<file path="config.mk">
export PLATFORM = sky130hd
export DESIGN_NAME = tuple_packer_flat
export DESIGN_NICKNAME = d
export VERILOG_FILES = /design/src/rtl/dflow_pkg.sv /design/src/rtl/tuple_packer_if.sv /design/src/rtl/tuple_fifo.sv /design/src/rtl/tuple_packer.sv /design/src/flat_wrapper.sv
export SDC_FILE = /design/constraint.sdc
export NUM_CORES = 2
export LEC_CHECK = 0
export BUFFER_PORTS_ARGS = -buffer_cell sky130_fd_sc_hd__buf_4
export CAP_MARGIN = 15
export CORE_UTILIZATION = 56
export DETAILED_ROUTE_END_ITERATION = 10
export PLACE_DENSITY = 0.75
export RECOVER_POWER = 50
export SLEW_MARGIN = 20
export SYNTH_ARGS = -nofsm -noshare
export SYNTH_HDL_FRONTEND = slang
export SYNTH_MEMORY_MAX_BITS = 65536
export SYNTH_SLANG_ARGS = --single-unit
</file>
<file path="constraint.sdc">
create_clock -name clk -period 8.23 [get_ports clk]
set_clock_uncertainty 0.2 [all_clocks]
set_input_delay 2.469 -clock clk [delete_from_list [all_inputs] [get_ports clk]]
set_output_delay 2.469 -clock clk [all_outputs]
set_load 0.05 [all_outputs]
</file>
<file path="src/rtl/dflow_pkg.sv">
// Shared dflow types and constants: record widths, the 144-bit FIFO word layout and the length window.
// Used by tuple_packer and the downstream fifo_to_mem / mem_to_fifo / outqueue stages.
package dflow_pkg;

  localparam int PKT_TUPLE_WIDTH = 104;
  localparam int PKT_LEN_WIDTH   = 16;
  localparam int FIFO_DATA_WIDTH = 144;
  localparam int SEQ_WIDTH       = FIFO_DATA_WIDTH - 1 - PKT_LEN_WIDTH - PKT_TUPLE_WIDTH;
  localparam int FIFO_DEPTH_BITS = 5;
  localparam int NF_MARGIN       = 4;

  localparam logic [PKT_LEN_WIDTH-1:0] MIN_LEN = 16'd64;
  localparam logic [PKT_LEN_WIDTH-1:0] MAX_LEN = 16'd1518;

  typedef logic [PKT_TUPLE_WIDTH-1:0] tuple_t;
  typedef logic [PKT_LEN_WIDTH-1:0]   len_t;
  typedef logic [SEQ_WIDTH-1:0]       seq_t;

  // Field order fixes the word layout: [143] marker, [142:120] seq, [119:104] len, [103:0] tuple.
  typedef struct packed {
    logic   vld;
    seq_t   seq;
    len_t   len;
    tuple_t tuple;
  } fifo_word_t;

  function automatic logic len_ok(input len_t len);
    return (len >= MIN_LEN) && (len <= MAX_LEN);
  endfunction

endpackage

</file>
<file path="src/rtl/tuple_packer_if.sv">
// Record ingress handshake plus the FWFT drain port of the packer FIFO.
interface tuple_packer_if;
  import dflow_pkg::*;

  tuple_t                     fivetuple_data_in;
  len_t                       pkt_len_in;
  logic                       tuple_in_vld;
  logic                       tuple_in_ready;
  logic [FIFO_DATA_WIDTH-1:0] fifo_data_out;
  logic                       fifo_rd_en;
  logic                       fifo_empty;

  modport slave (
    input  fivetuple_data_in, pkt_len_in, tuple_in_vld, fifo_rd_en,
    output tuple_in_ready, fifo_data_out, fifo_empty
  );

  modport master (
    output fivetuple_data_in, pkt_len_in, tuple_in_vld, fifo_rd_en,
    input  tuple_in_ready, fifo_data_out, fifo_empty
  );

endinterface

</file>
<file path="src/rtl/tuple_fifo.sv">
// Synchronous first-word-fall-through FIFO; head word is presented whenever the FIFO is non-empty.
module tuple_fifo #(
  parameter int WIDTH      = 144,
  parameter int DEPTH_BITS = 5
) (
  input  logic                  clk,
  input  logic                  resetn,
  input  logic                  clr,
  input  logic                  push,
  input  logic                  pop,
  input  logic [WIDTH-1:0]      wdata,
  output logic [WIDTH-1:0]      rdata,
  output logic                  empty,
  output logic                  full,
  output logic [DEPTH_BITS:0]   count
);

  localparam logic [DEPTH_BITS:0] DEPTH = (DEPTH_BITS+1)'(1 << DEPTH_BITS);

  logic [WIDTH-1:0]      mem_q [2**DEPTH_BITS];
  logic [DEPTH_BITS-1:0] wr_ptr_q, wr_ptr_d;
  logic [DEPTH_BITS-1:0] rd_ptr_q, rd_ptr_d;
  logic [DEPTH_BITS:0]   count_q, count_d;
  logic                  do_push, do_pop;

  assign empty   = (count_q == '0);
  assign full    = (count_q == DEPTH);
  assign do_push = push & ~full & ~clr;
  assign do_pop  = pop & ~empty & ~clr;
  assign count   = count_q;
  assign rdata   = empty ? '0 : mem_q[rd_ptr_q];

  // NOTE: every signal gets a default at the top of always_comb so no path leaves it unassigned (no latch).
  always_comb begin
    wr_ptr_d = wr_ptr_q + DEPTH_BITS'(do_push);
    rd_ptr_d = rd_ptr_q + DEPTH_BITS'(do_pop);
    count_d  = count_q + (DEPTH_BITS+1)'(do_push) - (DEPTH_BITS+1)'(do_pop);
    if (clr) begin
      wr_ptr_d = '0;
      rd_ptr_d = '0;
      count_d  = '0;
    end
  end

  // NOTE: state registers use non-blocking assignments so all flops update together at the edge.
  always_ff @(posedge clk or negedge resetn) begin
    if (!resetn) begin
      wr_ptr_q <= '0;
      rd_ptr_q <= '0;
      count_q  <= '0;
    end else begin
      wr_ptr_q <= wr_ptr_d;
      rd_ptr_q <= rd_ptr_d;
      count_q  <= count_d;
    end
  end

  // NOTE: the storage array has no reset; unwritten slots are never visible because rdata is gated by empty.
  always_ff @(posedge clk) begin
    if (do_push) mem_q[wr_ptr_q] <= wdata;
  end

endmodule

</file>
<file path="src/rtl/tuple_packer.sv">
// Ingress stage: length-filters {5-tuple, len} records, stamps a sequence number and queues one
// 144-bit word per accepted record for fifo_to_mem.
module tuple_packer
  import dflow_pkg::*;
#(
  parameter int DEPTH_BITS = FIFO_DEPTH_BITS,
  parameter int MARGIN     = NF_MARGIN
) (
  input  logic                 clk,
  input  logic                 resetn,
  input  logic                 sw_rst,
  input  logic                 store_en,
  tuple_packer_if.slave        bus,
  output logic [31:0]          stored_cnt,
  output logic [15:0]          drop_cnt,
  output logic                 overflow
);

  localparam logic [DEPTH_BITS:0] NF_LEVEL = (DEPTH_BITS+1)'((1 << DEPTH_BITS) - MARGIN);

  seq_t                       seq_q, seq_d;
  logic [31:0]                stored_cnt_q, stored_cnt_d;
  logic [15:0]                drop_cnt_q, drop_cnt_d;
  logic                       overflow_q, overflow_d;
  logic                       ready, xfer, accept, drop;
  logic                       fifo_full, fifo_empty;
  logic [DEPTH_BITS:0]        fifo_count;
  logic [FIFO_DATA_WIDTH-1:0] fifo_rdata;
  fifo_word_t                 wword;

  // Ready depends only on registered occupancy and store_en, never on vld or rd_en.
  assign ready = resetn & store_en & (fifo_count < NF_LEVEL);

  always_comb begin
    xfer   = bus.tuple_in_vld & ready & ~sw_rst;
    accept = xfer & len_ok(bus.pkt_len_in);
    drop   = xfer & ~len_ok(bus.pkt_len_in);
    wword  = '{vld: 1'b1, seq: seq_q, len: bus.pkt_len_in, tuple: bus.fivetuple_data_in};

    seq_d        = seq_q + SEQ_WIDTH'(accept);
    stored_cnt_d = stored_cnt_q + 32'(accept & ~fifo_full);
    drop_cnt_d   = drop_cnt_q;
    overflow_d   = overflow_q | (accept & fifo_full);
    if (drop && (drop_cnt_q != '1)) drop_cnt_d = drop_cnt_q + 16'd1;

    if (sw_rst) begin
      seq_d        = '0;
      stored_cnt_d = '0;
      drop_cnt_d   = '0;
      overflow_d   = 1'b0;
    end
  end

  always_ff @(posedge clk or negedge resetn) begin
    if (!resetn) begin
      seq_q        <= '0;
      stored_cnt_q <= '0;
      drop_cnt_q   <= '0;
      overflow_q   <= 1'b0;
    end else begin
      seq_q        <= seq_d;
      stored_cnt_q <= stored_cnt_d;
      drop_cnt_q   <= drop_cnt_d;
      overflow_q   <= overflow_d;
    end
  end

  tuple_fifo #(
    .WIDTH      (FIFO_DATA_WIDTH),
    .DEPTH_BITS (DEPTH_BITS)
  ) u_fifo (
    .clk    (clk),
    .resetn (resetn),
    .clr    (sw_rst),
    .push   (accept),
    .pop    (bus.fifo_rd_en),
    .wdata  (wword),
    .rdata  (fifo_rdata),
    .empty  (fifo_empty),
    .full   (fifo_full),
    .count  (fifo_count)
  );

  assign bus.tuple_in_ready = ready;
  assign bus.fifo_data_out  = fifo_rdata;
  assign bus.fifo_empty     = fifo_empty;
  assign stored_cnt         = stored_cnt_q;
  assign drop_cnt           = drop_cnt_q;
  assign overflow           = overflow_q;

endmodule

</file>
<file path="src/flat_wrapper.sv">
// flat-port wrapper written by rule: the top's interface ports become plain ports
module tuple_packer_flat import dflow_pkg::*;
#(
  parameter int DEPTH_BITS = FIFO_DEPTH_BITS,
  parameter int MARGIN     = NF_MARGIN
)
  (clk, resetn, sw_rst, store_en, stored_cnt, drop_cnt, overflow, bus_fivetuple_data_in, bus_pkt_len_in, bus_tuple_in_vld, bus_fifo_rd_en, bus_tuple_in_ready, bus_fifo_data_out, bus_fifo_empty);
  tuple_packer_if bus_i ();
  input  logic clk;
  input  logic resetn;
  input  logic sw_rst;
  input  logic store_en;
  output logic [31:0] stored_cnt;
  output logic [15:0] drop_cnt;
  output logic overflow;
  input wire logic [$bits(bus_i.fivetuple_data_in)-1:0] bus_fivetuple_data_in;
  input wire logic [$bits(bus_i.pkt_len_in)-1:0] bus_pkt_len_in;
  input wire logic [$bits(bus_i.tuple_in_vld)-1:0] bus_tuple_in_vld;
  input wire logic [$bits(bus_i.fifo_rd_en)-1:0] bus_fifo_rd_en;
  output wire logic [$bits(bus_i.tuple_in_ready)-1:0] bus_tuple_in_ready;
  output wire logic [$bits(bus_i.fifo_data_out)-1:0] bus_fifo_data_out;
  output wire logic [$bits(bus_i.fifo_empty)-1:0] bus_fifo_empty;
  assign bus_i.fivetuple_data_in = bus_fivetuple_data_in;
  assign bus_i.pkt_len_in = bus_pkt_len_in;
  assign bus_i.tuple_in_vld = bus_tuple_in_vld;
  assign bus_i.fifo_rd_en = bus_fifo_rd_en;
  assign bus_tuple_in_ready = bus_i.tuple_in_ready;
  assign bus_fifo_data_out = bus_i.fifo_data_out;
  assign bus_fifo_empty = bus_i.fifo_empty;
  tuple_packer #(.DEPTH_BITS(DEPTH_BITS), .MARGIN(MARGIN)) u_core (.clk(clk), .resetn(resetn), .sw_rst(sw_rst), .store_en(store_en), .bus(bus_i), .stored_cnt(stored_cnt), .drop_cnt(drop_cnt), .overflow(overflow));
endmodule
</file>
==> flow_results.org <==
** Run status
- The run finished, with violations left.
- The final reports fail on capacitance limit, slew limit.

** Routing
- DRC viols :: 0
- Iteration-0 DRC Markers :: around 12000
- Mean routed wirelength per cell :: around 34 um
- In the routed layout, each cell is associated on average with a via count of approximately 6.8.
- Antenna violation net count after detailed routing :: 0
- Via count :: ~85000
- After detailed routing, the total wire length is roughly 430000 um.
- Iteration count of the initial detailed-routing pass :: 6

** Global routing
- The number of global-route vias before repair was approximately 87000.
- For this run the aggregate overflow at the end of global routing stands at 0.
- First-pass GRT wire length :: around 620000 um
- Number of antenna violations at the first check in global routing :: 28
- In the global route stage, overall resource usage came out at ~27%.
- Entering global routing, the biggest net connects 133 pins.

** Clock network
- Total of cells resized after clock tree synthesis :: 0
- After clock tree synthesis, the clock-pin slew on the worst setup and hold paths is about 60 ps.
- Once the clock tree was built, the setup fixing pass inserted 0 buffers.
- H-tree levels :: 5
- In this run, post-CTS hold repair placed 0 buffers.
- TritonCTS built the clock tree.
- In this run the deepest clock path goes through 4 buffers.
- TritonCTS created 447 clock buffers.
- Cell chosen for the clock root :: sky130_fd_sc_hd__clkbuf_16
- Clock Sink Count :: between 4000 and 5000
- For the worst-skew pair, the clock arrives at the later sink with an insertion delay of approximately 980 ps.

** Synthesis
- For this run, the register share of the synthesized area comes to between 70% and 80%.
- Post-synth EDFFs :: 4576
- The Yosys step of the flow raised 0 warnings.
- Post-synthesis average cell area :: ~24 um2
- sky130_fd_sc_hd__edfxtp_1 is the most common cell in the netlist.
- Counting flops with an async set or reset pin after synthesis yields a share of around 1.9%.
- Largest area contributor in the synthesized netlist :: sky130_fd_sc_hd__edfxtp_1
- Netlist cell types :: 53
- After synthesis, the cell types taking the most area are sky130_fd_sc_hd__edfxtp_1 (77%), sky130_fd_sc_hd__mux4_2 (14%), sky130_fd_sc_hd__mux2i_1 (3.2%).
- Number of instances in the synthesized netlist :: between 7000 and 8000
- Synth Flop Type :: sky130_fd_sc_hd__edfxtp_1
- Ranked by instance count, the synthesized netlist is headed by sky130_fd_sc_hd__edfxtp_1 (4576), sky130_fd_sc_hd__mux4_2 (1144), sky130_fd_sc_hd__mux2i_1 (572), sky130_fd_sc_hd__clkbuf_1 (201).
- Fraction of post-synthesis cell area in the top cell type by area :: between 70% and 80%
- Combined area of all synthesized cells :: roughly 180000 um2
- Synthesized Nets :: between 7000 and 8000
- Number of flip-flops and latches in the synthesized netlist :: around 4700

** Layout
- Nets@finish :: 8237
- The post-route netlist has roughly a quarter of its cells at a drive strength greater than 1.
- At the end of the flow the core is filled with cells to a little under two thirds.
- From synthesis to final layout, the design area changed by 12.98%.
- Excluding fillers, the count of instances in the completed layout stands at ~13000.

** Worst setup path
- STA classifies the critical path endpoint as a primary output.
- Setup slack on the worst reg-to-reg path comes out at between 3000 and 4000 ps.
- Traced cell by cell, the critical path runs through inv_1 -> ha_1 -> nand3_1 -> inv_1 -> or3_4 -> buf_4 -> o22a_1 -> o221ai_1 -> buf_4.
- STA puts the critical path data required time at about 5600 ps.
- On the critical path, the stage with the largest delay is an instance of sky130_fd_sc_hd__buf_4.
- CP Max Fanout :: 34
- STA classifies the critical path startpoint as a flip-flop.
- CP peak stage delay :: slightly below 800 ps
- By startpoint and endpoint, the worst setup path is classified as reg -> out.
- Broken down by cell family, the worst path's largest delay share belongs to buffers and inverters.
- The number of buffers and inverters on the critical path is 4.
- Data on the critical path arrives at its endpoint at approximately 4500 ps.

** Floorplanning
- During I/O placement, the number of pins put on the boundary was between 300 and 400.
- FP Rows :: around 210
- Standard cell core area :: approximately 320000 um2
- The initial utilization of the core area, before any placement, comes to approximately 56%.
- The floorplan step set the die height to about 570 um.
- The die covers 320000 um2.
- The die is around 570 um wide.

** Run
- Max-capacitance violation count :: 4

** Timing
- Max Clock Freq :: about 140 MHz
- Final critical-path share of the clock period :: between 80% and 90%
- For the pin with the worst max-slew slack, the measured transition is between 3000 and 4000 ps.
- Worst hold-check slack :: about 320 ps
- The number of pins with negative max-slew slack in the final report is 99.
- Count of endpoints failing setup in the final report :: 0
- Setup repair after global routing left no endpoint under its margin.
- The worst pin sits at a relative slew slack of -109.8%.
- The final-report hold violation count is 0.
- Summed negative setup slack over all endpoints :: 0 ps
- The routed design could run at a clock period as short as approximately 7200 ps.

** Placement
- Once detailed placement completed, the half-perimeter wirelength came to 214800 um.
- Routability Congestion :: between 0.7 and 0.8
- After detailed placement, the design holds a cell count of approximately 12000.
- Buffers placed on the I/O ports in this run total 320.

** Power
- Summing internal, switching and leakage power gives around 52 mW.
- Power Dens Cells :: ~260 nW/um2
- For this design the static power due to leakage is 61.49 nW.
- Largest voltage drop on the vdd net :: 0.0002436 V

** Worst hold path
- The path class of the tightest hold or removal check is reg -> reg.
-- stage by stage --
stage	setup WS, ps	area, um2
6_report	1055	201000
5_1_grt	897.4	201000
4_1_cts	1010	201700
3_5_place_dp	1032	187500
3_3_place_gp	934.2	187300
2_1_floorplan	-2312	177900
-- layer usage --
layer / wire [um] / global-route usage (%) / vias to the layer above / share of wire [%]
li1: - / - / 33457 / -
met1: 165600 / 38.54 / 45975 / 38
met2: 211500 / 43.75 / 5274 / 49
met3: 43970 / 4.990 / 775 / 10
met4: 12640 / 7.715 / 16 / 2.9
met5: 93 / 0 / - / 0.021
-- power breakdown --
| group | internal [mW] | total, mW | switching [mW] |
|---|---|---|---|
| clock network | 11.2 | 20.0 | 8.80 |
| registers | 26.0 | 26.1 | 0.0383 |
| logic | 2.32 | 5.97 | 3.64 |
| total | 39.5 | 52.0 | 12.5 |
-- cells by family (layout without fill, tap and decap cells) --
| logic type | after synthesis | count (layout) | synth area share (%) |
|---|---|---|---|
| AO/OA/AOI/OAI | 334 | 334 | 1.576 |
| XOR/XNOR | 54 | 54 | 0.2658 |
| adder cells (fa/ha/maj) | 21 | 21 | 0.1519 |
| buffers and inverters | 418 | 1405 | 1.013 |
| flip-flops | 4664 | 4664 | 78.47 |
| multiplexers | 1720 | 1720 | 17.73 |
| other | 0 | 13 | 0 |
| AND/OR/NAND/NOR | 263 | 263 | 0.7947 |
-- placed cells by master, fill, tap and decap left out, drive strengths merged, types with 3 or more instances in the layout --
master | synthesis | layout
o22a | 143 | 143
or4 | 11 | 11
clkinvlp | 0 | 11
edfxtp | 4576 | 4576
mux2 | 4 | 4
mux2i | 572 | 572
mux4 | 1144 | 1144
and3 | 16 | 16
dfrtp | 88 | 88
nor2 | 104 | 104
o31ai | 9 | 9
o221ai | 143 | 143
nand3b | 4 | 4
xor2 | 38 | 38
nor2b | 13 | 13
inv | 17 | 30
bufinv | 0 | 34
nor4 | 4 | 4
and2 | 4 | 4
nand4 | 25 | 25
and4 | 11 | 11
a21oi | 22 | 22
buf | 200 | 393
nand2 | 24 | 24
clkinv | 0 | 200
ha | 20 | 20
nand3 | 24 | 24
or3 | 10 | 10
clkbuf | 201 | 737
xnor2 | 16 | 16
diode | 0 | 13
o21ai | 9 | 9
or3b | 3 | 3
nor3 | 4 | 4
-- worst min-delay path: cells and delay by family, from the launching register on --
family / cells / cell delay [ps]
DFF: 1 / 350
and+or+nand+nor: 1 / 80
AOI/OAI and AO/OA: 1 / 50
-- sequential cells by signal, summed over array words and instances, names as in the netlist --
signal and cells:
u_core.stored_cnt 32, u_core.u_fifo.rd_ptr_q 5, u_core.overflow 1, u_core.drop_cnt 16, u_core.u_fifo.mem_q 4576, u_core.u_fifo.wr_ptr_q 5, u_core.seq_q 23, u_core.u_fifo.count 6
-- final timing paths --
check / from / endpoint / depth (start not counted)
worst min-delay path: u_core.overflow / u_core.overflow / 2
worst max-delay path: u_core.u_fifo.count[5] / bus_fifo_data_out[16] / 9
min in group asynchronous: resetn / u_core.drop_cnt[9] / 1
worst min register to register: u_core.overflow / u_core.overflow / 2
max in group asynchronous: resetn / u_core.u_fifo.rd_ptr_q[1] / 2
worst max register to register: u_core.u_fifo.count[5] / u_core.u_fifo.mem_q[6][46] / 7
-- layout make-up --
class	count	area (um2)
inverters	17	63.81
repair buffers	568	5166
well taps	4160	5205
fillers	20034	114500
flip-flops and latches	4664	139600
clock buffers	562	11680
clock inverters	258	2507
diodes	13	32.53
multi-input cells	2392	36730
No activity file was read; power rests on OpenSTA's default activity.
